## src/rtl/wb_mac_pkg.sv

```systemverilog
// Shared definitions for the Wishbone MAC register block: register word offsets,
// CTRL/STATUS bit positions, bus/compute state encodings and a byte-lane merge helper.
package wb_mac_pkg;

   localparam logic [2:0] OFF_CTRL    = 3'd0;
   localparam logic [2:0] OFF_OPERAND = 3'd1;
   localparam logic [2:0] OFF_ADDEND  = 3'd2;
   localparam logic [2:0] OFF_RESULT  = 3'd3;
   localparam logic [2:0] OFF_STATUS  = 3'd4;

   localparam int CTRL_START    = 0;
   localparam int CTRL_IRQ_EN   = 1;
   localparam int CTRL_CLR_DONE = 2;
   localparam int CTRL_ACC      = 3;

   localparam int STAT_BUSY = 0;
   localparam int STAT_DONE = 1;
   localparam int STAT_ERR  = 2;

   typedef enum logic {B_IDLE, B_ACK} bus_state_e;
   typedef enum logic {C_IDLE, C_RUN} comp_state_e;

   function automatic logic [31:0] byte_merge(input logic [31:0] old_val,
                                              input logic [31:0] new_val,
                                              input logic [3:0]  sel);
      logic [31:0] merged;
      merged = old_val;
      for (int i = 0; i < 4; i++) begin
         if (sel[i]) merged[8*i +: 8] = new_val[8*i +: 8];
      end
      return merged;
   endfunction

endpackage

```

## src/rtl/wb_mac_seq.sv

```systemverilog
// Compute sequencer for the MAC register block: start/run FSM, latency counter,
// and capture of the MAC result together with the sticky DONE and ERR flags.
module wb_mac_seq
   import wb_mac_pkg::*;
#(
   parameter int MAC_LATENCY = 2
) (
   input  logic        clk,
   input  logic        rst,
   input  logic        start_i,
   input  logic        clr_i,
   input  logic        err_set_i,
   input  logic        acc_en_i,
   input  logic [31:0] mac_res_i,
   output logic        busy_o,
   output logic        done_o,
   output logic        err_o,
   output logic        acc_load_o,
   output logic [31:0] result_o
);

   // Counting down to zero from LATENCY-1 keeps BUSY high for exactly MAC_LATENCY cycles.
   localparam logic [3:0] CNT_LOAD = 4'(MAC_LATENCY - 1);

   comp_state_e state_q, state_d;
   logic [3:0]  cnt_q, cnt_d;
   logic        done_q, done_d;
   logic        err_q, err_d;
   logic [31:0] result_q, result_d;
   logic        capture;

   always_comb begin
      state_d  = state_q;
      cnt_d    = cnt_q;
      done_d   = done_q;
      err_d    = err_q;
      result_d = result_q;
      capture  = 1'b0;

      if (clr_i) begin
         done_d = 1'b0;
         err_d  = 1'b0;
      end

      case (state_q)
         C_IDLE: begin
            if (start_i) begin
               state_d = C_RUN;
               cnt_d   = CNT_LOAD;
               done_d  = 1'b0;
            end
         end
         C_RUN: begin
            if (cnt_q == 4'd0) begin
               capture  = 1'b1;
               result_d = mac_res_i;
               done_d   = 1'b1;
               state_d  = C_IDLE;
            end else begin
               cnt_d = cnt_q - 4'd1;
            end
         end
         default: state_d = C_IDLE;
      endcase

      // A rejected access during a run is flagged even if the same write also clears.
      if (err_set_i) err_d = 1'b1;
   end

   always_ff @(posedge clk or posedge rst) begin
      if (rst) begin
         state_q  <= C_IDLE;
         cnt_q    <= 4'd0;
         done_q   <= 1'b0;
         err_q    <= 1'b0;
         result_q <= 32'd0;
      end else begin
         state_q  <= state_d;
         cnt_q    <= cnt_d;
         done_q   <= done_d;
         err_q    <= err_d;
         result_q <= result_d;
      end
   end

   assign busy_o     = (state_q == C_RUN);
   assign done_o     = done_q;
   assign err_o      = err_q;
   assign result_o   = result_q;
   assign acc_load_o = capture & acc_en_i;

endmodule

```

## src/rtl/wb_mac_regs.sv

```systemverilog
// Wishbone B4 classic register window in front of the MAC core (one wait state per access).
// Define WB_MAC_ACCUM_EN to add CTRL.ACC, which feeds each captured result back into ADDEND.
module wb_mac_regs
   import wb_mac_pkg::*;
#(
   parameter logic [31:0] BASE_ADDR   = 32'h3000_0000,
   parameter int          MAC_LATENCY = 2
) (
   input  logic        wb_clk_i,
   input  logic        wb_rst_i,
   input  logic        wbs_stb_i,
   input  logic        wbs_cyc_i,
   input  logic        wbs_we_i,
   input  logic [3:0]  wbs_sel_i,
   input  logic [31:0] wbs_dat_i,
   input  logic [31:0] wbs_adr_i,
   output logic        wbs_ack_o,
   output logic [31:0] wbs_dat_o,
   output logic [15:0] mac_mx_o,
   output logic [15:0] mac_my_o,
   output logic [31:0] mac_az_o,
   input  logic [31:0] mac_res_i,
   output logic        irq_o
);

   bus_state_e  bus_state_q, bus_state_d;
   logic        in_window, bus_req, ack, wr;
   logic        wr_ctrl, wr_operand, wr_addend;
   logic        start_req, clr_req, err_set;
   logic [2:0]  reg_off;
   logic [31:0] operand_q, operand_d;
   logic [31:0] addend_q, addend_d;
   logic        irq_en_q, irq_en_d;
   logic        irq_q, irq_d;
   logic        acc, busy, done, err, acc_load;
   logic [31:0] result, rdata;
   logic        unused_adr_lsb;

   assign unused_adr_lsb = ^wbs_adr_i[1:0];

   assign in_window = (wbs_adr_i[31:5] == BASE_ADDR[31:5]);
   assign bus_req   = wbs_cyc_i & wbs_stb_i;
   assign reg_off   = wbs_adr_i[4:2];
   assign ack       = (bus_state_q == B_ACK);
   assign wr        = ack & bus_req & wbs_we_i;

   assign wr_ctrl    = wr & (reg_off == OFF_CTRL) & wbs_sel_i[0];
   assign wr_operand = wr & (reg_off == OFF_OPERAND);
   assign wr_addend  = wr & (reg_off == OFF_ADDEND);
   assign start_req  = wr_ctrl & wbs_dat_i[CTRL_START];
   assign clr_req    = wr_ctrl & wbs_dat_i[CTRL_CLR_DONE];
   assign err_set    = busy & (start_req | wr_operand | wr_addend);

   always_comb begin
      bus_state_d = bus_state_q;
      case (bus_state_q)
         B_IDLE:  if (bus_req && in_window) bus_state_d = B_ACK;
         B_ACK:   bus_state_d = B_IDLE;
         default: bus_state_d = B_IDLE;
      endcase
   end

   // Operand/addend writes are dropped while a computation is in flight.
   always_comb begin
      operand_d = operand_q;
      addend_d  = addend_q;
      irq_en_d  = irq_en_q;
      irq_d     = done & irq_en_q;
      if (wr_ctrl) irq_en_d = wbs_dat_i[CTRL_IRQ_EN];
      if (wr_operand && !busy) operand_d = byte_merge(operand_q, wbs_dat_i, wbs_sel_i);
      if (acc_load) begin
         addend_d = mac_res_i;
      end else if (wr_addend && !busy) begin
         addend_d = byte_merge(addend_q, wbs_dat_i, wbs_sel_i);
      end
   end

   always_ff @(posedge wb_clk_i or posedge wb_rst_i) begin
      if (wb_rst_i) begin
         bus_state_q <= B_IDLE;
         operand_q   <= 32'd0;
         addend_q    <= 32'd0;
         irq_en_q    <= 1'b0;
         irq_q       <= 1'b0;
      end else begin
         bus_state_q <= bus_state_d;
         operand_q   <= operand_d;
         addend_q    <= addend_d;
         irq_en_q    <= irq_en_d;
         irq_q       <= irq_d;
      end
   end

`ifdef WB_MAC_ACCUM_EN
   logic acc_q, acc_d;

   always_comb begin
      acc_d = acc_q;
      if (wr_ctrl) acc_d = wbs_dat_i[CTRL_ACC];
   end

   always_ff @(posedge wb_clk_i or posedge wb_rst_i) begin
      if (wb_rst_i) acc_q <= 1'b0;
      else          acc_q <= acc_d;
   end

   assign acc = acc_q;
`else
   assign acc = 1'b0;
`endif

   wb_mac_seq #(
      .MAC_LATENCY (MAC_LATENCY)
   ) u_seq (
      .clk        (wb_clk_i),
      .rst        (wb_rst_i),
      .start_i    (start_req),
      .clr_i      (clr_req),
      .err_set_i  (err_set),
      .acc_en_i   (acc),
      .mac_res_i  (mac_res_i),
      .busy_o     (busy),
      .done_o     (done),
      .err_o      (err),
      .acc_load_o (acc_load),
      .result_o   (result)
   );

   always_comb begin
      rdata = 32'd0;
      case (reg_off)
         OFF_CTRL: begin
            rdata[CTRL_IRQ_EN] = irq_en_q;
            rdata[CTRL_ACC]    = acc;
         end
         OFF_OPERAND: rdata = operand_q;
         OFF_ADDEND:  rdata = addend_q;
         OFF_RESULT:  rdata = result;
         OFF_STATUS: begin
            rdata[STAT_BUSY] = busy;
            rdata[STAT_DONE] = done;
            rdata[STAT_ERR]  = err;
         end
         default: rdata = 32'd0;
      endcase
   end

   assign wbs_ack_o = ack;
   assign wbs_dat_o = (ack && !wbs_we_i) ? rdata : 32'd0;
   assign mac_mx_o  = operand_q[15:0];
   assign mac_my_o  = operand_q[31:16];
   assign mac_az_o  = addend_q;
   assign irq_o     = irq_q;

endmodule

```

## config.mk

```make
export PLATFORM = sky130hd
export DESIGN_NAME = wb_mac_regs
export DESIGN_NICKNAME = d
export VERILOG_FILES = /design/src/rtl/wb_mac_pkg.sv /design/src/rtl/wb_mac_seq.sv /design/src/rtl/wb_mac_regs.sv
export SDC_FILE = /design/constraint.sdc
export NUM_CORES = 1
export LEC_CHECK = 0
export ABC_AREA = 1
export CAP_MARGIN = 15
export CORE_ASPECT_RATIO = 0.8
export CORE_MARGIN = 2
export CORE_UTILIZATION = 56
export DETAILED_ROUTE_END_ITERATION = 12
export DONT_BUFFER_PORTS = 1
export GPL_TIMING_DRIVEN = 1
export PLACE_DENSITY = 0.71
export SYNTH_ARGS = -nofsm -noshare
export SYNTH_HDL_FRONTEND = slang
export SYNTH_SLANG_ARGS = --single-unit
```

## constraint.sdc

```tcl
create_clock -name wb_clk_i -period 8 [get_ports wb_clk_i]
set_input_delay 1.2 -clock wb_clk_i [delete_from_list [all_inputs] [get_ports wb_clk_i]]
set_output_delay 1.2 -clock wb_clk_i [all_outputs]
set_load 0.02 [all_outputs]
```

==> impl_metrics.json, run 1 <==
{
  "outcome": "finished, final reports clean",
  "cts_buffers": 9,
  "cp-end-kind": "primary output",
  "clock_skew_ns": 0.004949,
  "powerDensity_mw_per_mm2": 177.7,
  "grt_pass1_wl_mm": 21.56,
  "die_area_mm2": 0.01062,
  "fin_util_pct": 59.71,
  "rows": 32,
  "wl_per_cell_um": 20.24,
  "post_cts_resize_count": 0,
  "synth_cell_types": 34,
  "hold_start": "u_seq.err_o",
  "cp_top_family": "buffers and inverters",
  "die_h_um": 92.58,
  "worstSetupStartpoint": "wbs_adr_i[4]",
  "cts_max_level": 3,
  "syn_area_mm2": 0.005493,
  "antenna_cells": 0,
  "clock_latency_ns": 0.34,
  "r2r-start": "u_seq.cnt_q[0]",
  "place_ws_ns": 3.849,
  "drc_errors": 0,
  "globalRouteTotalUtil_pct": 25.97,
  "drive_gt1_share_pct": 24.68,
  "critPathSlowestCell": "inv_2",
  "fp.dieW_um": 114.7,
  "antenna_found_initial": 0,
  "cts_hold_buffers": 0,
  "dpl-instance-area_mm2": 0.005430,
  "min_to": "u_seq.err_o",
  "avgViaCountPerCell": 6.198,
  "area_growth_pct": 4.465,
  "reg2regPathDepth": 7,
  "worstReg2RegEnd": "u_seq.cnt_q[3]",
  "place.gp.congestion": 0.8515,
  "cts_root_buf": "clkbuf_16",
  "crit_path_start_kind": "input port",
  "drtAntennaViolNets": 0,
  "fin_crit_sh_pct": 50.48,
  "clk_pin_slew_ns": 0.06,
  "critPathBufInv": 1,
  "worstHoldPathCells": 2,
  "cpMostUsedCell": "nor2_1",
  "max_stage_delay_ns": 0.77,
  "grt_max_degree": 64,
  "holdCritPathClass": "reg -> reg",
  "worstMarginPinSlew_ns": 1.121,
  "num-nets-final": 648,
  "fin_tns_setup_ns": 0,
  "cts_tree": "done",
  "cap_violations": 0,
  "ys_seq_area_share_pct": 48.29,
  "firstDrtPassIters": 5,
  "drv_slew": 0,
  "cts.sink_count": 106,
  "period_needed_ns": 4.038,
  "drtIter0Drc": 173,
  "synth_async_sr_flop_share_pct": 100.0,
  "clockBufferDepth": 2,
  "ir_worst_vdd_uv": 152.0,
  "max_freq_ghz": 0.2476,
  "p_leak_uw": 0.002465,
  "crit_type": "in -> out",
  "worst-endpoint-arrival_ns": 2.84,
  "path_cells": "inv_2, nand3_1, o21ai_0, nor2_1, nor2_1",
  "ioPinCount": 203,
  "vias": 4128,
  "syn_area_per_cell_um2": 9.705,
  "setup_viol": 0,
  "relSlewSlack_pct": 25.27,
  "ys_seq_elements": 106,
  "syn-instance-count": 566,
  "start_util_pct": 57.16,
  "post-cts-setup-buffers": 0,
  "coreArea_mm2": 0.009609,
  "rsz0062_at_grt": "false",
  "hold_viol_final": 0,
  "synth_fp_nets": 672,
  "final_cell_area_mm2": 0.005738,
  "reg2reg_slack_ns": 5.68,
  "yosys_warnings": 0,
  "crit_fanout": 62,
  "synthFlopType": "dfrtp_1",
  "overflow": 0,
  "hpwl_mm": 8.856,
  "port_buffers": 0,
  "setup_ws_ns": 3.962,
  "required_ns": 6.80,
  "timing.hold.ws_ns": 0.4866,
  "synth_edf_count": 0,
  "grt_pass1_vias": 4230,
  "wl_mm": 13.48
}
metal layers:
metal | part of all wire (%) | track usage, % | vias to the layer above | wire length [µm]
li1 | - | - | 1912 | -
met1 | 40 | 32.11 | 2045 | 5426
met2 | 50 | 42.55 | 158 | 6741
met3 | 8.5 | 8.770 | 13 | 1149
met4 | 1.2 | 9.337 | 0 | 161
met5 | 0 | 0 | - | 0
worst register-to-register path: stages (launching register included):
cell     delay [ns]
dfrtp_1        0.39
inv_1          0.08
ha_1           0.20
nand3_2        0.76
nand2_1        0.52
nand2_2        0.13
nand2_1        0.07
nand2_1        0.05
cell usage after synthesis, drive strengths merged (3+ instances only):
master | n | area (µm²)
nand3 | 20 | 222.7
nand4 | 61 | 381.6
buf | 22 | 168.9
a21oi | 3 | 15.01
nand2 | 124 | 498.0
dfrtp | 106 | 2653
a31oi | 29 | 181.4
clkbuf | 16 | 60.06
nor4 | 3 | 18.77
o21ai | 69 | 570.5
inv | 49 | 183.9
mux2 | 30 | 337.8
nor2 | 26 | 140.1
how the worst max path moves through the flow:
stage,depth (start not counted),to
global placement,7,wbs_dat_o[1]
floorplan,1,irq_en_q
detailed placement,5,wbs_dat_o[15]
CTS,5,wbs_dat_o[15]
global route,5,wbs_dat_o[2]
finish,5,wbs_dat_o[2]
metrics by stage:
| stage | std cells | power [µW] |
|---|---|---|
| 2_1_floorplan | 566 | 601.9 |
| 3_3_place_gp | 649 | 602.8 |
| 3_5_place_dp | 649 | 605.0 |
| 4_1_cts | 665 | 1031 |
| 5_1_grt | 666 | 1060 |
| 6_report | 666 | 1020 |
registers in the layout, indices dropped and copies added, names as in the netlist, 4 cells and up:
register	flops
mac_az_o	32
operand_q	32
u_seq.result_o	32
u_seq.cnt_q	4
logic make-up (layout without fill, tap and decap cells):
family          after synthesis  count (layout)  synth area share (%)
simple gates                237             237                 23.30
fa+ha+maj                     1               1                0.2278
xor+xnor                      2               2                0.3190
compound gates              102             102                 14.10
flops                       106             106                 48.29
buf+inv                      88              69                 7.608
mux                          30              30                 6.150
cell type report:
class	instances	area, µm²
Clock inverter	3	40.04
Multi-Input combinational cell	372	2422
Clock buffer	13	240.2
Sequential cell	106	2653
Timing Repair Buffer	3	42.54
Inverter	50	191.4
Fill cell	850	3871
Tap cell	119	148.9
cells in the final DEF, fill, tap and decap left out, types with 2 or more instances in the layout:
master     synthesis  layout
nand3_4            9       9
clkbuf_1          16       4
buf_4              2       2
nor2_8             2       2
nor2_1            22      22
a31oi_1           29      29
nand2_2           10      10
o21ai_1            4       4
clkbuf_16          0       9
inv_1             48      47
mux2_2            30      30
nor4_1             3       3
nand2_1          113     113
dfrtp_1          106     106
a21oi_1            3       3
nand3_2            2       2
nand3_1            9       9
o21ai_0            5       5
o21ai_2           60      60
nand4_1           61      61
clkinv_2           1       3
power breakdown:
| group | total, µW | switching (µW) | internal, µW |
|---|---|---|---|
| clock | 424 | 182 | 242 |
| sequential | 548 | 4.11 | 544 |
| combinational | 47.3 | 34.5 | 12.8 |
| total | 1020 | 221 | 799 |
Power figures use the tool's default switching activity.
==> run 2, diff against run 1 <==
- PLACE_DENSITY: 0.71 -> 0.74
- clock period: 8 -> 3.54 ns (I/O delays scaled with it)
==> run 2 against run 1 <==
Effect of this change: sequential power up 130%; first-iteration DRC count rose by 69%; non-clock buffer count is 1 higher; critical path depth is 2 lower; register-to-register slack got worse by 4.2 ns; sequential cell count did not move; clock power grew 150%; sequential share of layout area decreased by 0.40 points; worst hold slack got worse by 0.33 ns; count of clock-buffer cells in the layout down 4; critical path type is now reg -> out; largest power group unchanged.
==> impl_metrics.json, run 2 (synthesized netlist as in run 1, its figures left out) <==
{
  "outcome": "finished, final reports clean",
  "firstDrtPassIters": 5,
  "post-cts-setup-buffers": 0,
  "drtAntennaViolNets": 0,
  "power_uw": 2407,
  "cp_top_family": "flip-flops",
  "drtIter0Drc": 292,
  "place.gp.congestion": 0.8042,
  "layoutNonFillerInstCount": 667,
  "area_growth_pct": 5.376,
  "worst-endpoint-arrival_ns": 2.23,
  "p_leak_uw": 0.002492,
  "rsz0062_at_grt": "false",
  "num-nets-final": 649,
  "globalRouteTotalUtil_pct": 25.54,
  "pwr-share-clk_pct": 44.0,
  "vias": 4188,
  "powerDensity_mw_per_mm2": 415.9,
  "critPathSlowestCell": "dfrtp_1",
  "reg2reg_slack_ns": 1.48,
  "reg2regPathDepth": 7,
  "switching_share_pct": 21.94,
  "regArea_mm2": 0.002653,
  "period_needed_ns": 2.762,
  "drc_errors": 0,
  "overflow": 0,
  "cts_hold_buffers": 0,
  "fin_tns_setup_ns": 0,
  "cp-end-kind": "primary output",
  "ioPinCount": 203,
  "clock_skew_ns": 0.006492,
  "final_common_cell": "nand2_1",
  "fin_crit_sh_pct": 78.02,
  "relSlewSlack_pct": 24.77,
  "hpwl_mm": 9.091,
  "crit_type": "reg -> out",
  "path_cells": "nand2_1, buf_4, a31oi_1",
  "cts_buffers": 9,
  "max_stage_delay_ns": 0.51,
  "cts_root_buf": "clkbuf_16",
  "cap_violations": 0,
  "grt_pass1_vias": 4179,
  "worstReg2RegEnd": "u_seq.cnt_q[1]",
  "multi_input_area_mm2": 0.002422,
  "crit_path_start_kind": "flip-flop",
  "hold_viol_final": 0,
  "wl_mm": 13.36,
  "cts_max_level": 3,
  "critPathBufInv": 1,
  "avgViaCountPerCell": 6.279,
  "combPwrFrac_pct": 4.5,
  "fp.dieW_um": 114.7,
  "drive_gt1_share_pct": 25.55,
  "ir_worst_vdd_uv": 280.6,
  "intPower_uw": 1879,
  "r2r-start": "u_seq.cnt_q[0]",
  "antenna_cells": 0,
  "seqPwrFrac_pct": 51.4,
  "setup_viol": 0,
  "wl_per_cell_um": 20.04,
  "drv_slew": 0,
  "max_freq_ghz": 0.3621,
  "grt_pass1_wl_mm": 21.47,
  "clockBufferDepth": 2,
  "dp_cells": 651,
  "final_cell_mix": "nand2_1 (113), dfrtp_1 (106), nand4_1 (61)",
  "die_h_um": 92.58,
  "port_buffers": 0,
  "clock_latency_ns": 0.34,
  "post_cts_resize_count": 0,
  "grt_max_degree": 64,
  "clk_pin_slew_ns": 0.07,
  "cts.sink_count": 106,
  "die_area_mm2": 0.01062,
  "cts_tree": "done",
  "worstMarginPinSlew_ns": 1.127,
  "holdCritPathClass": "in -> async",
  "fill_cells": 822,
  "required_ns": 3.01,
  "p_sw_uw": 528.2,
  "rows": 32,
  "coreArea_mm2": 0.009609,
  "crit_fanout": 17,
  "antenna_found_initial": 0,
  "start_util_pct": 57.16
}
[run 2: cell count changes in the layout (fill, tap and decap cells not counted)]
cell,previous run,this run
bufinv_16,1,2
inv_6,0,1
clkbuf_1,4,0
buf_16,1,0
clkinv_2,3,4
buf_12,0,2
clkinv_4,0,1
[run 2: worst max-delay path by stage]
| stage | depth (start not counted) | startpoint | to | slack, ns |
|---|---|---|---|---|
| global placement | 5 | wbs_adr_i[4] | wbs_dat_o[1] | 0.89 |
| global route | 5 | wbs_adr_i[4] | wbs_dat_o[0] | 0.66 |
| floorplan | 1 | wb_rst_i | irq_en_q | 0.22 |
| CTS | 3 | wbs_ack_o | wbs_dat_o[31] | 0.78 |
| detailed placement | 5 | wbs_adr_i[4] | wbs_dat_o[2] | 0.85 |
| finish | 3 | wbs_ack_o | wbs_dat_o[31] | 0.78 |
[run 2: area by class of cell]
class,instances,area share [%]
Tap cell,119,2.572
Multi-Input combinational cell,372,41.85
Sequential cell,106,45.83
Timing Repair Buffer,4,0.9511
Clock buffer,9,3.891
Inverter,50,3.307
Clock inverter,7,1.600
[run 2: through the flow]
step / worst slack, ns / hold slack, ns / utilization (%) / area [µm²]
after floorplan: 0.2201 / 0.4492 / - / 5493
after global placement: 0.8928 / 0.4736 / 56.93 / 5470
after detailed placement: 0.8471 / 0.4921 / 56.93 / 5470
after CTS: 0.7794 / 0.1823 / 60.23 / 5788
after global routing: 0.6616 / 0.2063 / 60.23 / 5788
final: 0.7780 / 0.1582 / 60.23 / 5788
[run 2: power by group through the flow]
stage | Sequential, µW | Combinational, µW | Clock [µW]
3_3_place_gp | 1260 | 106 | 0
6_report | 1240 | 109 | 1060
5_1_grt | 1240 | 122 | 1120
2_1_floorplan | 1260 | 102 | 0
3_5_place_dp | 1260 | 111 | 0
4_1_cts | 1240 | 111 | 1080
[run 2: layer usage]
| layer | track usage (%) | wire [µm] | vias up |
|---|---|---|---|
| li1 | - | - | 1904 |
| met1 | 34.35 | 5669 | 2061 |
| met2 | 40.38 | 6367 | 196 |
| met3 | 6.545 | 1069 | 27 |
| met4 | 8.936 | 257 | 0 |
| met5 | 0 | 0 | - |
==> run 3, diff against run 2 <==
- clock period: 3.54 -> 2.5 ns (I/O delays scaled with it)
==> run 3 against run 2 <==
Effect of this change: first-iteration DRC count is 34% lower; routed wire length up 0.79%; register-to-register slack lost 0.75 ns; critical path depth grew 1; clock power up 37%; global-route usage is 0.46 points higher; combinational power increased by 44%; largest cell class unchanged; sequential power increased by 41%; final cell count is 5.4% higher; critical endpoint is now wbs_dat_o[9].
==> impl_metrics.json, run 3 (synthesized netlist as in run 1, its figures left out) <==
{
  "layoutNonFillerInstCount": 703,
  "setup_viol": 0,
  "final_common_cell": "nand2_1",
  "hpwl_mm": 9.177,
  "cts_buffers": 9,
  "seqPwrFrac_pct": 52.2,
  "drc_errors": 0,
  "num-nets-final": 685,
  "area_growth_pct": 10.27,
  "worst-endpoint-arrival_ns": 1.60,
  "combPwrFrac_pct": 4.7,
  "clock_skew_ns": 0.01037,
  "fin_tns_setup_ns": 0,
  "ir_worst_vdd_uv": 377.6,
  "avgViaCountPerCell": 6.176,
  "post-cts-setup-buffers": 0,
  "antenna_cells": 0,
  "cts_hold_buffers": 0,
  "die_h_um": 92.58,
  "drtIter0Drc": 192,
  "drv_slew": 0,
  "place.gp.congestion": 0.8090,
  "drtAntennaViolNets": 0,
  "outcome": "finished, final reports clean",
  "crit_type": "reg -> out",
  "clk_pin_slew_ns": 0.07,
  "vias": 4342,
  "clockBufferDepth": 2,
  "powerDensity_mw_per_mm2": 554.0,
  "cts_tree": "done",
  "cts_max_level": 3,
  "overflow": 0,
  "pwr-share-clk_pct": 43.1,
  "rows": 32,
  "required_ns": 2.12,
  "grt_pass1_wl_mm": 21.65,
  "die_area_mm2": 0.01062,
  "ioPinCount": 203,
  "p_leak_uw": 0.002675,
  "dp_cells": 687,
  "fin_crit_sh_pct": 79.06,
  "timing.hold.ws_ns": 0.02619,
  "start_util_pct": 57.16,
  "period_needed_ns": 1.976,
  "wl_per_cell_um": 19.16,
  "relSlewSlack_pct": 50.48,
  "cts.sink_count": 106,
  "rsz0062_at_grt": "false",
  "p_sw_uw": 765.6,
  "globalRouteTotalUtil_pct": 26.00,
  "grt_max_degree": 107,
  "cap_violations": 0,
  "port_buffers": 0,
  "crit_path_start_kind": "flip-flop",
  "drive_gt1_share_pct": 30.14,
  "post_cts_resize_count": 0,
  "fp.dieW_um": 114.7,
  "grt_pass1_vias": 4282,
  "firstDrtPassIters": 5,
  "cp-end-kind": "primary output",
  "max_freq_ghz": 0.5060,
  "wl_mm": 13.47,
  "antenna_found_initial": 0,
  "hold_viol_final": 0,
  "cts_root_buf": "clkbuf_16",
  "switching_share_pct": 22.82,
  "final_cell_mix": "nand2_1 (113), dfrtp_1 (106), nand4_1 (61)",
  "coreArea_mm2": 0.009609,
  "crit_fanout": 32,
  "worstMarginPinSlew_ns": 0.7421,
  "holdCritPathClass": "in -> async",
  "intPower_uw": 2590,
  "clock_latency_ns": 0.34
}
run 3: changes by cell type in the layout (fill, tap and decap cells not counted), sizes merged:
cell / delta
buf: +36
bufinv: -1
clkbuf: +1
inv: -1
clkinvlp: +3
clkinv: -2
run 3: worst max-delay path, cell delays in order, from the launching register on:
cell and delay [ns]:
dfrtp_1 0.50, nand2_1 0.09, buf_4 0.26, a31oi_1 0.22, buf_4 0.17
run 3: power by group through the flow:
stage                     Clock, µW  Sequential, µW  Combinational, µW
after floorplan                   0            1780                144
after global placement            0            1780                153
after detailed placement          0            1790                159
after CTS                      1480            1750                160
after global routing           1540            1750                176
final                          1450            1750                157
run 3: area by class of cell:
| cell class | instances | area (µm²) |
|---|---|---|
| clock buffers | 10 | 239.0 |
| flip-flops and latches | 106 | 2653 |
| multi-input cells | 372 | 2422 |
| well taps | 119 | 148.9 |
| repair buffers | 40 | 337.8 |
| clock inverters | 6 | 63.81 |
| fillers | 799 | 3552 |
| inverters | 50 | 192.7 |
run 3: path summary, 6_finish.rpt:
kind                       slack (ns)  cells past startpoint     startpoint                  to
min                              0.03                      2       wb_rst_i        operand_q[7]
max in group asynchronous        1.99                      2       wb_rst_i   u_seq.result_o[0]
max                              0.52                      4      wbs_ack_o        wbs_dat_o[9]
min reg2reg                      0.50                      2    u_seq.err_o         u_seq.err_o
max reg2reg                      0.73                      4   u_seq.busy_o        mac_az_o[22]
min in group wb_clk_i            0.18                      1  mac_res_i[20]  u_seq.result_o[20]
run 3: metal layers:
layer,track usage [%],routed length (µm),vias up
li1,-,-,1986
met1,34.56,5454,2132
met2,41.72,6602,203
met3,7.592,1241,21
met4,7.430,170,0
met5,0,0,-
run 3: through the flow:
stage / cell area (µm²) / util, % / setup slack, ns / total power (µW)
after floorplan: 5497 / - / 0.7041 / 1927
after global placement: 5754 / 59.88 / 0.6334 / 1937
after detailed placement: 5754 / 59.88 / 0.5934 / 1944
after CTS: 6057 / 63.03 / 0.5054 / 3390
after global routing: 6057 / 63.03 / 0.4359 / 3469
final: 6057 / 63.03 / 0.5235 / 3356
